<file path="src/rtl/gyro_spi_seq_pkg.sv">
// gyro_seq_pkg: state encoding, init write table, register addresses and
// the read-command builder shared by gyro_spi_seq.
// Optional feature macro: GYRO_SEQ_PITCH_ROLL_EN (adds pitch/roll reads).
package gyro_seq_pkg;

  typedef enum logic [2:0] {
    PWR_WAIT,
    INIT_SND,
    INIT_WT,
    IDLE,
    RD_SND,
    RD_WT
  } seq_state_t;

  localparam logic [15:0] INIT_TBL [4] = '{16'h0D02, 16'h1053, 16'h1150, 16'h1460};

  localparam logic [6:0] ADDR_YAW_L = 7'h26;
  localparam logic [6:0] ADDR_YAW_H = 7'h27;

`ifdef GYRO_SEQ_PITCH_ROLL_EN
  localparam logic [6:0] ADDR_PITCH_L = 7'h22;
  localparam logic [6:0] ADDR_PITCH_H = 7'h23;
  localparam logic [6:0] ADDR_ROLL_L  = 7'h24;
  localparam logic [6:0] ADDR_ROLL_H  = 7'h25;
  localparam int N_RD = 6;
  localparam logic [6:0] RD_LIST [6] = '{ADDR_PITCH_L, ADDR_PITCH_H, ADDR_ROLL_L,
                                         ADDR_ROLL_H, ADDR_YAW_L, ADDR_YAW_H};
`else
  localparam int N_RD = 2;
  localparam logic [6:0] RD_LIST [2] = '{ADDR_YAW_L, ADDR_YAW_H};
`endif

  localparam int RD_IW = $clog2(N_RD);

  function automatic logic [15:0] rd_cmd(input logic [6:0] addr);
    return {1'b1, addr, 8'h00};
  endfunction

endpackage

</file>
<file path="src/rtl/gyro_spi_seq_if.sv">
// gyro_spi_seq_if: SPI monarch handshake, sensor interrupt and rate outputs.
// Pitch/roll signals exist only when GYRO_SEQ_PITCH_ROLL_EN is defined.
interface gyro_spi_seq_if;
  logic        INT;
  logic        done;
  logic [15:0] resp;
  logic        snd;
  logic [15:0] cmd;
  logic        init_done;
  logic [15:0] yaw_raw;
  logic        yaw_rdy;
`ifdef GYRO_SEQ_PITCH_ROLL_EN
  logic [15:0] pitch_raw;
  logic [15:0] roll_raw;
  logic        pr_rdy;

  modport master (input INT, done, resp,
                  output snd, cmd, init_done, yaw_raw, yaw_rdy, pitch_raw, roll_raw, pr_rdy);
  modport slave  (output INT, done, resp,
                  input snd, cmd, init_done, yaw_raw, yaw_rdy, pitch_raw, roll_raw, pr_rdy);
`else
  modport master (input INT, done, resp,
                  output snd, cmd, init_done, yaw_raw, yaw_rdy);
  modport slave  (output INT, done, resp,
                  input snd, cmd, init_done, yaw_raw, yaw_rdy);
`endif
endinterface

</file>
<file path="src/rtl/gyro_spi_seq_int_sync.sv">
// int_sync: two-flop synchronizer for the async data-ready line followed by
// a registered rising-edge detect (one-cycle pulse).
module int_sync (
  input  logic clk,
  input  logic rst,
  input  logic i_in,
  output logic o_rise
);

  logic r_s1, r_s2, r_s3, r_rise;

  // Synchronize, keep previous sample, register the edge
  always_ff @(posedge clk) begin
    if (rst) begin
      r_s1   <= 1'b0;
      r_s2   <= 1'b0;
      r_s3   <= 1'b0;
      r_rise <= 1'b0;
    end else begin
      r_s1   <= i_in;
      r_s2   <= r_s1;
      r_s3   <= r_s2;
      r_rise <= r_s2 & ~r_s3;
    end
  end

  assign o_rise = r_rise;

endmodule

</file>
<file path="src/rtl/gyro_spi_seq.sv">
// gyro_spi_seq: power-up wait, fixed config writes, then a register-read
// burst per data-ready interrupt, assembling 16-bit rate words.
// Optional feature macro: GYRO_SEQ_PITCH_ROLL_EN (pitch/roll reads and outputs).
module gyro_spi_seq
  import gyro_seq_pkg::*;
#(
  parameter int unsigned INIT_WAIT = 65535
) (
  input logic            clk,
  input logic            rst,
  gyro_spi_seq_if.master bus
);

  seq_state_t       r_state, w_state_nxt;
  logic [15:0]      r_timer;
  logic [1:0]       r_init_idx;
  logic [RD_IW-1:0] r_rd_idx;
  logic             r_done_q, r_pend, r_init_done, r_yaw_rdy;
  logic [7:0]       r_yaw_lo;
  logic [15:0]      r_yaw_raw;
  logic             w_int_rise, w_done_rise, w_snd, w_init_last, w_rd_last;
  logic [15:0]      w_cmd;
  logic             w_resp_unused;

  int_sync u_int_sync (.clk(clk), .rst(rst), .i_in(bus.INT), .o_rise(w_int_rise));

  // done stays high across transactions, so only its rising edge marks completion
  assign w_done_rise   = bus.done & ~r_done_q;
  assign w_init_last   = (r_init_idx == 2'd3);
  assign w_rd_last     = (r_rd_idx == RD_IW'(N_RD - 1));
  assign w_resp_unused = ^bus.resp[15:8];

  // State register
  always_ff @(posedge clk) begin
    if (rst) r_state <= PWR_WAIT;
    else     r_state <= w_state_nxt;
  end

  // Next state, snd pulse and command word (held from snd until the done edge)
  always_comb begin
    w_state_nxt = r_state;
    w_snd       = 1'b0;
    w_cmd       = 16'h0000;
    unique case (r_state)
      PWR_WAIT: if (r_timer == 16'd0) w_state_nxt = INIT_SND;
      INIT_SND: begin
        w_snd       = 1'b1;
        w_cmd       = INIT_TBL[r_init_idx];
        w_state_nxt = INIT_WT;
      end
      INIT_WT: begin
        w_cmd = INIT_TBL[r_init_idx];
        if (w_done_rise) w_state_nxt = w_init_last ? IDLE : INIT_SND;
      end
      IDLE: if (w_int_rise || r_pend) w_state_nxt = RD_SND;
      RD_SND: begin
        w_snd       = 1'b1;
        w_cmd       = rd_cmd(RD_LIST[r_rd_idx]);
        w_state_nxt = RD_WT;
      end
      RD_WT: begin
        w_cmd = rd_cmd(RD_LIST[r_rd_idx]);
        if (w_done_rise) w_state_nxt = w_rd_last ? IDLE : RD_SND;
      end
      default: w_state_nxt = PWR_WAIT;
    endcase
  end

  // Power-up timer, table indices, init_done and the single-depth pending flag
  always_ff @(posedge clk) begin
    if (rst) begin
      r_timer     <= 16'(INIT_WAIT);
      r_init_idx  <= 2'd0;
      r_rd_idx    <= '0;
      r_done_q    <= 1'b0;
      r_pend      <= 1'b0;
      r_init_done <= 1'b0;
    end else begin
      r_done_q <= bus.done;
      if (r_state == PWR_WAIT && r_timer != 16'd0) r_timer <= r_timer - 16'd1;
      if (r_state == INIT_WT && w_done_rise) begin
        r_init_idx <= r_init_idx + 2'd1;
        if (w_init_last) r_init_done <= 1'b1;
      end
      if (r_state == RD_WT && w_done_rise) r_rd_idx <= w_rd_last ? '0 : r_rd_idx + 1'b1;
      // interrupts before init completes are dropped, not queued
      if (r_state == IDLE)                  r_pend <= 1'b0;
      else if (w_int_rise && r_init_done)   r_pend <= 1'b1;
    end
  end

`ifdef GYRO_SEQ_PITCH_ROLL_EN
  logic [7:0]  r_pr_b [4];
  logic [15:0] r_pitch_raw, r_roll_raw;
  logic        r_pr_rdy;
`endif

  // Capture response bytes and publish rate words after the final read
  always_ff @(posedge clk) begin
    if (rst) begin
      r_yaw_lo  <= 8'h00;
      r_yaw_raw <= 16'h0000;
      r_yaw_rdy <= 1'b0;
`ifdef GYRO_SEQ_PITCH_ROLL_EN
      r_pr_b      <= '{default: 8'h00};
      r_pitch_raw <= 16'h0000;
      r_roll_raw  <= 16'h0000;
      r_pr_rdy    <= 1'b0;
`endif
    end else begin
      r_yaw_rdy <= 1'b0;
`ifdef GYRO_SEQ_PITCH_ROLL_EN
      r_pr_rdy <= 1'b0;
`endif
      if (r_state == RD_WT && w_done_rise) begin
        if (r_rd_idx == RD_IW'(N_RD - 2)) r_yaw_lo <= bus.resp[7:0];
`ifdef GYRO_SEQ_PITCH_ROLL_EN
        if (r_rd_idx < 3'd4) r_pr_b[r_rd_idx[1:0]] <= bus.resp[7:0];
`endif
        if (w_rd_last) begin
          r_yaw_raw <= {bus.resp[7:0], r_yaw_lo};
          r_yaw_rdy <= 1'b1;
`ifdef GYRO_SEQ_PITCH_ROLL_EN
          r_pitch_raw <= {r_pr_b[1], r_pr_b[0]};
          r_roll_raw  <= {r_pr_b[3], r_pr_b[2]};
          r_pr_rdy    <= 1'b1;
`endif
        end
      end
    end
  end

  assign bus.snd       = w_snd;
  assign bus.cmd       = w_cmd;
  assign bus.init_done = r_init_done;
  assign bus.yaw_raw   = r_yaw_raw;
  assign bus.yaw_rdy   = r_yaw_rdy;
`ifdef GYRO_SEQ_PITCH_ROLL_EN
  assign bus.pitch_raw = r_pitch_raw;
  assign bus.roll_raw  = r_roll_raw;
  assign bus.pr_rdy    = r_pr_rdy;
`endif

endmodule

</file>
<file path="src/flat_wrapper.sv">
// flat-port wrapper written by rule: the top's interface ports become plain ports
module gyro_spi_seq_flat import gyro_seq_pkg::*;
#(
  parameter int unsigned INIT_WAIT = 65535
)
  (clk, rst, bus_INT, bus_done, bus_resp, bus_snd, bus_cmd, bus_init_done, bus_yaw_raw, bus_yaw_rdy);
  gyro_spi_seq_if bus_i ();
  input logic clk;
  input logic rst;
  input wire logic [$bits(bus_i.INT)-1:0] bus_INT;
  input wire logic [$bits(bus_i.done)-1:0] bus_done;
  input wire logic [$bits(bus_i.resp)-1:0] bus_resp;
  output wire logic [$bits(bus_i.snd)-1:0] bus_snd;
  output wire logic [$bits(bus_i.cmd)-1:0] bus_cmd;
  output wire logic [$bits(bus_i.init_done)-1:0] bus_init_done;
  output wire logic [$bits(bus_i.yaw_raw)-1:0] bus_yaw_raw;
  output wire logic [$bits(bus_i.yaw_rdy)-1:0] bus_yaw_rdy;
  assign bus_i.INT = bus_INT;
  assign bus_i.done = bus_done;
  assign bus_i.resp = bus_resp;
  assign bus_snd = bus_i.snd;
  assign bus_cmd = bus_i.cmd;
  assign bus_init_done = bus_i.init_done;
  assign bus_yaw_raw = bus_i.yaw_raw;
  assign bus_yaw_rdy = bus_i.yaw_rdy;
  gyro_spi_seq #(.INIT_WAIT(INIT_WAIT)) u_core (.clk(clk), .rst(rst), .bus(bus_i));
endmodule
</file>
<file path="config.mk">
export PLATFORM = sky130hd
export DESIGN_NAME = gyro_spi_seq_flat
export DESIGN_NICKNAME = d
export VERILOG_FILES = /design/src/rtl/gyro_spi_seq_pkg.sv /design/src/rtl/gyro_spi_seq_if.sv /design/src/rtl/gyro_spi_seq_int_sync.sv /design/src/rtl/gyro_spi_seq.sv /design/src/flat_wrapper.sv
export SDC_FILE = /design/constraint.sdc
export NUM_CORES = 1
export LEC_CHECK = 0
export BUFFER_PORTS_ARGS = -buffer_cell sky130_fd_sc_hd__clkbuf_2
export CAP_MARGIN = 20
export CORE_MARGIN = 5
export CORE_UTILIZATION = 58
export CTS_CLUSTER_SIZE = 24
export DETAILED_ROUTE_END_ITERATION = 12
export MAX_ROUTING_LAYER = met4
export PLACE_DENSITY = 0.84
export SKIP_CTS_REPAIR_TIMING = 1
export SLEW_MARGIN = 20
export SYNTH_ARGS = -nofsm -noshare
export SYNTH_HDL_FRONTEND = slang
export SYNTH_SLANG_ARGS = --single-unit
</file>
<file path="constraint.sdc">
create_clock -name clk -period 3.5 [get_ports clk]
set_clock_uncertainty 0.2 [all_clocks]
set_input_delay 0.875 -clock clk [delete_from_list [all_inputs] [get_ports clk]]
set_output_delay 0.875 -clock clk [all_outputs]
set_load 0.02 [all_outputs]
</file>
==> reports/qor.txt, run 1 <==
max-slew violation count: 0
Worst-Margin Slew: 0.822 ns
Worst EP required: 2.42 ns
Net Sw Power: 234 µW
FFs w/ async S/R, synth: 0%
Slew headroom: 44.8%
synth unique cells: 41
number of synthesized register bits: 54
Fillers: 389
total power: 1.01 mW
most common flop cell mapped by yosys: dfxtp_1
# nets final: 351
RSZ-0062 raised after global routing: no
status: complete, no violations
Worst Hold Launch: u_core.u_int_sync.r_s3
clock power share: 33.4%
final wirelength: 4900 µm
r2r startpoint: u_core.r_timer[10]
drt wl/cell: 13.0 µm
switching share of power: 23.2%
first-pass GRT wire length: 7870 µm
Detailed Place HPWL: 3420 µm
gpl congestion: 0.776
Leakage: 1.17 nW
initial antenna violation count: 0
Clock Tree Buf Depth: 2
I/O pins: 55
Data arrival, critical path: 1.79 ns
FP Rows: 24
Clock Sink Count: 54
syn avg cell area: 8.56 µm²
Critical Path Fanout Max: 14
sequential power share: 61.9%
CP Capture Type: primary output
pin count of the biggest net entering global routing: 35
storage element area: 0.00108 mm²
Reg2Reg Setup Slack: 1.10 ns
worst skew pair latency: 0.31 ns
Seq/Total Area, Yosys: 42.9%
path depth of the worst reg2reg path: 4
proportion of layout cells with a drive suffix above 1: 18.5%
logic gate share of total power: 4.8%
leading cell type in the layout, fill and taps excluded: dfxtp_1
mapped cell area: 0.00252 mm²
Antenna Violating Nets Remaining: 0
Die X-Extent: 75.9 µm
CTS tree: yes
drt drc: 0
Power Density: 364 mW/mm²
reg2reg end: u_core.r_timer[1]
Syn. warnings: 0
setup violators final: 0
port buffer count: 42
via count: 2052
Hold Path Class: reg -> reg
most frequent cells in the layout: dfxtp_1, clkbuf_2, nand2_1, nor2_1, a21oi_1
vias per cell: 5.44
final worst path period share: 81.7%
Pint: 776 µW
WHS Endpoint: u_core.u_int_sync.o_rise
clk root buf: clkbuf_8
Synth Instances: 294
Hold Crit Depth: 1
area grow syn2layout: 10.1%
max_cap viols: 0
overall die area: 0.00576 mm²
crit start category: register
CTS clk-pin slew, worst paths: 0.09 ns
grt ovf: 0
die height: 75.9 µm
number of global-route vias before repair: 1833
CP Class: reg -> out
GRT Util Overall: 18.4%
Starting Density: 58.6%
number of enable flip-flop cells after synthesis: 0
area of the core: 0.00429 mm²
Fin. Hold Viols: 0
Setup TNS Final: 0 ns
FMAX: 350 MHz
fin crit period: 2.86 ns
Critical Path Source: u_core.r_state[0]
Pre-Repair DR Iteration Count: 4
drt initial violations: 112
H-tree depth: 2
multi-input logic area: 0.00129 mm²
n_diodes: 0
CTS buffer count: 5
Max rail drop VDD: 0.299 mV
worst max-delay path by stage:
stage	endpoint	slack, ns	depth (start not counted)
2_1_floorplan	bus_cmd[12]	0.97	5
3_3_place_gp	u_core.r_yaw_lo[0]	0.91	5
5_1_grt	bus_cmd[8]	0.51	5
6_report	bus_cmd[8]	0.64	5
3_5_place_dp	u_core.r_yaw_lo[6]	0.87	5
4_1_cts	bus_cmd[8]	0.63	5
routing by layer:
metal	vias to the layer above	part of all wire, %	GRT usage (%)
met3	5	4.7	4.88
met4	0	1.1	5.63
met2	37	51	32.2
met5	-	0	-
met1	963	43	20.2
li1	1047	-	-
flip-flops by register name (all words and copies together), names as in the netlist, 2 cells and up:
signal and cells:
u_core.r_init_idx 2, u_core.r_state 3, u_core.r_timer 16, u_core.r_yaw_lo 8
u_core.bus.yaw_raw 16
power groups by stage:
stage,sequential [mW],clock [mW],combinational (mW)
final,0.625,0.337,0.0484
after global routing,0.626,0.378,0.0543
after CTS,0.625,0.346,0.0487
after detailed placement,0.639,0,0.0481
after global placement,0.639,0,0.0466
after floorplan,0.638,0,0.0382
logic make-up (layout without fill, tap and decap cells):
| kind of cell | after synthesis | after routing | share of synthesized area [%] |
|---|---|---|---|
| mux | 21 | 21 | 8.35 |
| xor+xnor | 3 | 3 | 1.04 |
| compound gates | 44 | 44 | 10.6 |
| fa+ha+maj | 6 | 6 | 2.98 |
| flops | 54 | 54 | 42.9 |
| buf+inv | 31 | 59 | 6.31 |
| other cells | 1 | 4 | 0.149 |
| simple gates | 134 | 134 | 27.6 |
cells in the mapped netlist (all sizes together) (2+ instances only):
cell    number  area share, %
nor2b       20            5.0
nand2       37            5.5
nand4        4           0.99
mux2i       21            8.3
nand3        6            1.2
nor4         8            3.2
a31oi        3           0.75
clkbuf       9            1.3
buf         14            3.8
ha           6            3.0
a211oi       3            1.3
or3          3           0.75
o31ai        2           0.60
xnor2        2           0.70
o21ai        6            1.2
or2          3           0.75
nor3b        2           0.60
inv          8            1.2
nor3         3           0.60
nand2b       5            1.2
a21oi       26            5.3
dfxtp       54             43
nor2        33            4.9
or4          3           0.89
and2         4           0.99
worst max-delay path: stages, from the launching register on:
cell and delay, ns:
dfxtp_1 0.60, xor2_1 0.21, nor2b_1 0.27, o21ai_0 0.12, o21ai_0 0.09, clkbuf_2 0.19
through the flow:
| stage | instance area [µm²] | worst slack (ns) | hold slack (ns) | cells | utilization [%] |
|---|---|---|---|---|---|
| after floorplan | 2530 | 0.968 | 0.167 | 297 | - |
| after global placement | 2690 | 0.911 | 0.175 | 370 | 62.6 |
| after detailed placement | 2690 | 0.865 | 0.182 | 370 | 62.6 |
| after CTS | 2770 | 0.631 | 0.196 | 377 | 64.6 |
| after global routing | 2770 | 0.505 | 0.211 | 377 | 64.6 |
| final | 2770 | 0.640 | 0.189 | 377 | 64.6 |
area by class of cell:
class	count	area share [%]
clock buffer	5	2.48
clock inverter	2	0.496
inverter	8	1.08
multi-input combinational	212	46.5
sequential	54	39.0
tap	52	2.35
timing repair buffer	44	8.12
No activity file was read; power rests on OpenSTA's default activity.
==> inputs of run 2 (changes only) <==
--- a/config.mk
+++ b/config.mk
@@ -8,11 +8,11 @@
 export BUFFER_PORTS_ARGS = -buffer_cell sky130_fd_sc_hd__clkbuf_2
 export CAP_MARGIN = 20
 export CORE_MARGIN = 5
-export CORE_UTILIZATION = 58
+export CORE_UTILIZATION = 48
 export CTS_CLUSTER_SIZE = 24
 export DETAILED_ROUTE_END_ITERATION = 12
 export MAX_ROUTING_LAYER = met4
-export PLACE_DENSITY = 0.84
+export PLACE_DENSITY = 0.75
 export SKIP_CTS_REPAIR_TIMING = 1
 export SLEW_MARGIN = 20
 export SYNTH_ARGS = -nofsm -noshare
==> constraint.sdc (replaced) <==
create_clock -name clk -period 2.4 [get_ports clk]
set_clock_uncertainty 0.2 [all_clocks]
set_input_delay 0.6 -clock clk [delete_from_list [all_inputs] [get_ports clk]]
set_output_delay 0.6 -clock clk [all_outputs]
set_load 0.02 [all_outputs]
==> run 2 against run 1 <==
  * Via count increased by 1.8%
  * Core utilization decreased by 8.3 points
  * Clock power increased by 46%
  * Final cell count increased by 7.4%
  * Critical path type unchanged
  * Largest cell class unchanged
  * Largest power group unchanged
==> reports/qor.txt, run 2 (synthesis results as in run 1) <==
status: complete, no violations
vias per cell: 5.16
H-tree depth: 2
WHS Endpoint: u_core.u_int_sync.o_rise
Starting Density: 49.3%
Post-Route Utilization: 56.3%
Leakage: 1.22 nW
Clock Sink Count: 54
# nets final: 361
Worst-Margin Slew: 0.508 ns
switching share of power: 23.2%
n_diodes: 0
crit start category: register
max-slew violation count: 0
final worst path period share: 94.9%
pin count of the biggest net entering global routing: 26
Fin. Hold Viols: 0
Setup TNS Final: 0 ns
fin crit period: 2.28 ns
area grow syn2layout: 14.2%
port buffer count: 42
leading cell type in the layout, fill and taps excluded: dfxtp_1
Die X-Extent: 82.4 µm
Worst Hold Launch: u_core.u_int_sync.r_s3
Clock Tree Buf Depth: 2
reg2reg end: u_core.r_timer[1]
grt peak-use layer: met2
via count: 2088
CP Capture Type: primary output
drt drc: 0
final wirelength: 4770 µm
Net Sw Power: 343 µW
Critical Path Fanout Max: 5
Slew headroom: 65.9%
number of global-route vias before repair: 1915
grt ovf: 0
met2 usage: 26.3%
Worst EP required: 1.60 ns
max_cap viols: 0
area of the core: 0.00511 mm²
clk root buf: clkbuf_8
Data arrival, critical path: 1.48 ns
first-pass GRT wire length: 8110 µm
path depth of the worst reg2reg path: 5
met1 usage: 18.1%
CTS clk-pin slew, worst paths: 0.09 ns
I/O pins: 55
Reg2Reg Setup Slack: 0.32 ns
Detailed Place HPWL: 3490 µm
Pint: 1.13 mW
Power Density: 514 mW/mm²
FP Rows: 26
overall die area: 0.00679 mm²
GRT Util Overall: 15.6%
proportion of layout cells with a drive suffix above 1: 21.5%
Max rail drop VDD: 0.272 mV
CTS buffer count: 5
drt initial violations: 38
clock power share: 33.4%
Hold Path Class: reg -> reg
r2r startpoint: u_core.r_timer[10]
sequential power share: 61.7%
Pre-Repair DR Iteration Count: 4
drt wl/cell: 11.8 µm
CP Class: reg -> out
worst skew pair latency: 0.31 ns
most frequent cells in the layout: dfxtp_1, clkbuf_2, nand2_1, nor2_1, a21oi_1
setup violators final: 0
Hold Crit Depth: 1
gpl congestion: 0.756
Antenna Violating Nets Remaining: 0
met3 Use GR: 3.58%
CTS tree: yes
FMAX: 439 MHz
logic gate share of total power: 4.9%
die height: 82.4 µm
RSZ-0062 raised after global routing: no
initial antenna violation count: 0
-- run 2: critical path, stage by stage (launching register included) --
cell      delay, ns
dfxtp_1        0.41
inv_1          0.10
ha_1           0.31
o21ai_0        0.16
clkbuf_2       0.19
-- run 2: final cells by class --
cell class | instances | area, µm²
Clock buffer | 5 | 68.8
Clock inverter | 2 | 13.8
Fill cell | 473 | 2230
Inverter | 8 | 30.0
Multi-Input combinational cell | 212 | 1290
Sequential cell | 54 | 1080
Tap cell | 70 | 87.6
Timing Repair Buffer | 54 | 300
-- run 2: worst max-delay path by stage --
stage / start / end / slack, ns / depth (start not counted)
global route: u_core.r_state[1] / bus_cmd[8] / 0.03 / 5
detailed placement: u_core.r_timer[10] / u_core.r_timer[1] / 0.34 / 5
finish: u_core.r_init_idx[1] / bus_cmd[10] / 0.12 / 4
floorplan: u_core.r_state[0] / bus_cmd[12] / 0.14 / 5
CTS: u_core.r_init_idx[0] / bus_cmd[10] / 0.06 / 4
global placement: u_core.r_timer[10] / u_core.r_timer[1] / 0.37 / 5
-- run 2: metal layers --
metal	share of wire (%)	wire length (µm)
met2	48	2290
met5	0	0
met3	4.9	234
met1	46	2180
met4	1.4	68
-- run 2: through the flow --
step / power, mW / worst slack [ns] / hold slack (ns) / instance area, µm² / instances
after global placement: 1.00 / 0.365 / 0.173 / 2790 / 398
after detailed placement: 1.00 / 0.345 / 0.181 / 2790 / 398
after global routing: 1.55 / 0.0275 / 0.209 / 2870 / 405
after CTS: 1.49 / 0.0565 / 0.195 / 2870 / 405
final: 1.48 / 0.122 / 0.191 / 2870 / 405
after floorplan: 0.986 / 0.143 / 0.167 / 2530 / 297
-- run 2: power groups by stage --
stage / clock (mW) / sequential [mW] / combinational, mW
final: 0.493 / 0.911 / 0.0725
after global placement: 0 / 0.931 / 0.0706
after global routing: 0.551 / 0.913 / 0.0815
after detailed placement: 0 / 0.931 / 0.0725
after floorplan: 0 / 0.930 / 0.0557
after CTS: 0.511 / 0.911 / 0.0730
==> inputs of run 3 (changes only) <==
--- a/config.mk
+++ b/config.mk
@@ -5,14 +5,15 @@
 export SDC_FILE = /design/constraint.sdc
 export NUM_CORES = 1
 export LEC_CHECK = 0
+export ABC_AREA = 1
 export BUFFER_PORTS_ARGS = -buffer_cell sky130_fd_sc_hd__clkbuf_2
 export CAP_MARGIN = 20
 export CORE_MARGIN = 5
-export CORE_UTILIZATION = 48
+export CORE_UTILIZATION = 49
 export CTS_CLUSTER_SIZE = 24
 export DETAILED_ROUTE_END_ITERATION = 12
 export MAX_ROUTING_LAYER = met4
-export PLACE_DENSITY = 0.75
+export PLACE_DENSITY = 0.76
 export SKIP_CTS_REPAIR_TIMING = 1
 export SLEW_MARGIN = 20
 export SYNTH_ARGS = -nofsm -noshare
==> run 3 against run 2 <==
  * Sequential share of layout area decreased by 0.34 points
  * First-iteration DRC count increased to 2.9 times the previous value
  * Final area increased by 1.7%
  * Combinational power decreased by 26%
  * Core utilization increased by 0.62 points
  * Power increased by 1.6%
==> reports/qor.txt, run 3 <==
final worst path period share: 96.0%
Antenna Violating Nets Remaining: 0
port buffer count: 42
area of the core: 0.00514 mm²
top cell type's share of synthesized area: 41.6%
first-pass GRT wire length: 9400 µm
FFs w/ async S/R, synth: 0%
Fin. Hold Viols: 0
Clock Sink Count: 54
Syn. warnings: 0
Seq/Total Area, Yosys: 41.6%
Detailed Place HPWL: 3780 µm
Starting Density: 50.6%
max-slew violation count: 0
dpl cells: 469
Hold Crit Depth: 1
Max rail drop VDD: 0.502 mV
Synth Instances: 371
n_diodes: 0
mapped cell area: 0.00260 mm²
fin area: 0.00292 mm²
proportion of layout cells with a drive suffix above 1: 20.0%
crit start category: register
overall die area: 0.00686 mm²
grt ovf: 0
area grow syn2layout: 12.5%
max_cap viols: 0
die height: 82.8 µm
CTS buffer count: 5
setup violators final: 0
vias per cell: 4.90
CP Capture Type: primary output
pin count of the biggest net entering global routing: 27
Pre-Repair DR Iteration Count: 4
Worst EP required: 1.60 ns
Hold Path Class: reg -> reg
Data arrival, critical path: 1.50 ns
CP Class: reg -> out
Clock Tree Buf Depth: 2
syn avg cell area: 7.01 µm²
CTS tree: yes
# nets final: 434
most frequent cells in the layout: nor2_1, nand2_1, dfxtp_1, clkbuf_2, o21ai_0
FMAX: 434 MHz
count leader, synth: nor2_1
number of global-route vias before repair: 2156
H-tree depth: 2
WHS: 0.196 ns
synth cell count leaders: nor2_1, nand2_1, dfxtp_1, o21ai_0, inv_1
drt initial violations: 111
gpl congestion: 0.860
most common flop cell mapped by yosys: dfxtp_1
Fillers: 510
worst skew pair latency: 0.31 ns
I/O pins: 55
Non-Filler Instances: 479
Die X-Extent: 82.8 µm
FP Rows: 26
post-synth top area cell: dfxtp_1
number of synthesized register bits: 54
final wirelength: 5300 µm
number of enable flip-flop cells after synthesis: 0
Synth area leaders: dfxtp_1, nor2_1, nand2_1
placed cell areas: 0.00279 mm²
Critical Path Fanout Max: 8
CTS clk-pin slew, worst paths: 0.10 ns
path depth of the worst reg2reg path: 9
fin crit period: 2.30 ns
clk root buf: clkbuf_8
via count: 2346
Leakage: 1.40 nW
drt wl/cell: 11.1 µm
status: complete, no violations
Power Density: 513 mW/mm²
Post-Route Utilization: 56.9%
leading cell type in the layout, fill and taps excluded: nor2_1
GRT Util Overall: 16.2%
synth unique cells: 30
drt drc: 0
initial antenna violation count: 0
-- run 3: cell count changes in the layout (fill, tap and decap cells not counted), sizes merged, moves of 18 or more --
cell	previous run	this run
nor2	33	99
nand2	37	70
o21ai	6	37
mux2i	21	0
nor2b	20	0
inv	9	35
nand3	6	24
-- run 3: final timing paths --
check / from / endpoint / slack [ns]
max: u_core.r_state[2] / bus_cmd[12] / 0.1
min: u_core.u_int_sync.r_s3 / u_core.u_int_sync.o_rise / 0.20
max reg2reg: u_core.r_timer[0] / u_core.r_timer[3] / 0.50
min reg2reg: u_core.u_int_sync.r_s3 / u_core.u_int_sync.o_rise / 0.20
-- run 3: layout make-up --
cell class	count	area [µm²]	area share, %
multi-input cells	267	1280	43.7
flip-flops and latches	54	1090	37.3
repair buffers	47	248	8.47
inverters	33	124	4.24
well taps	70	87.6	3.00
clock buffers	5	68.8	2.35
clock inverters	3	26.3	0.899
-- run 3: per-stage QoR --
step           TNS [ns]  total power, mW  setup slack [ns]
2_1_floorplan         0            0.968             0.192
6_report              0             1.50            0.0966
5_1_grt         -0.0235             1.57           -0.0120
3_3_place_gp          0            0.982             0.290
4_1_cts          -0.514             1.52            -0.138
3_5_place_dp          0            0.983             0.231
-- run 3: layer usage --
layer,up-vias,global-route usage (%),share of wire [%]
met4,0,5.05,1.6
met3,9,2.97,4.2
met2,53,27.0,47
met1,1057,19.9,47
li1,1227,-,-
met5,-,-,0
-- run 3: critical path, cell delays in order (launching register included) --
cell and delay (ns):
dfxtp_4 0.40, nor2_2 0.17, nand2_2 0.10, nand2_1 0.10
inv_1 0.10, nor2_1 0.13, clkbuf_2 0.19
-- run 3: logic make-up after synthesis --
| family | count (synthesis) | synth area share [%] |
|---|---|---|
| AOI/OAI and AO/OA | 48 | 9.72 |
| DFF | 54 | 41.6 |
| and+or+nand+nor | 204 | 33.7 |
| adders and majority gates | 6 | 2.89 |
| xor gates and xnor gates | 5 | 1.68 |
| other | 1 | 0.144 |
| buffers and inverters | 53 | 10.3 |
-- run 3: power by group --
part,switching [mW],internal [mW]
combinational,0.0353,0.0185
sequential,0.00511,0.901
clock,0.325,0.215
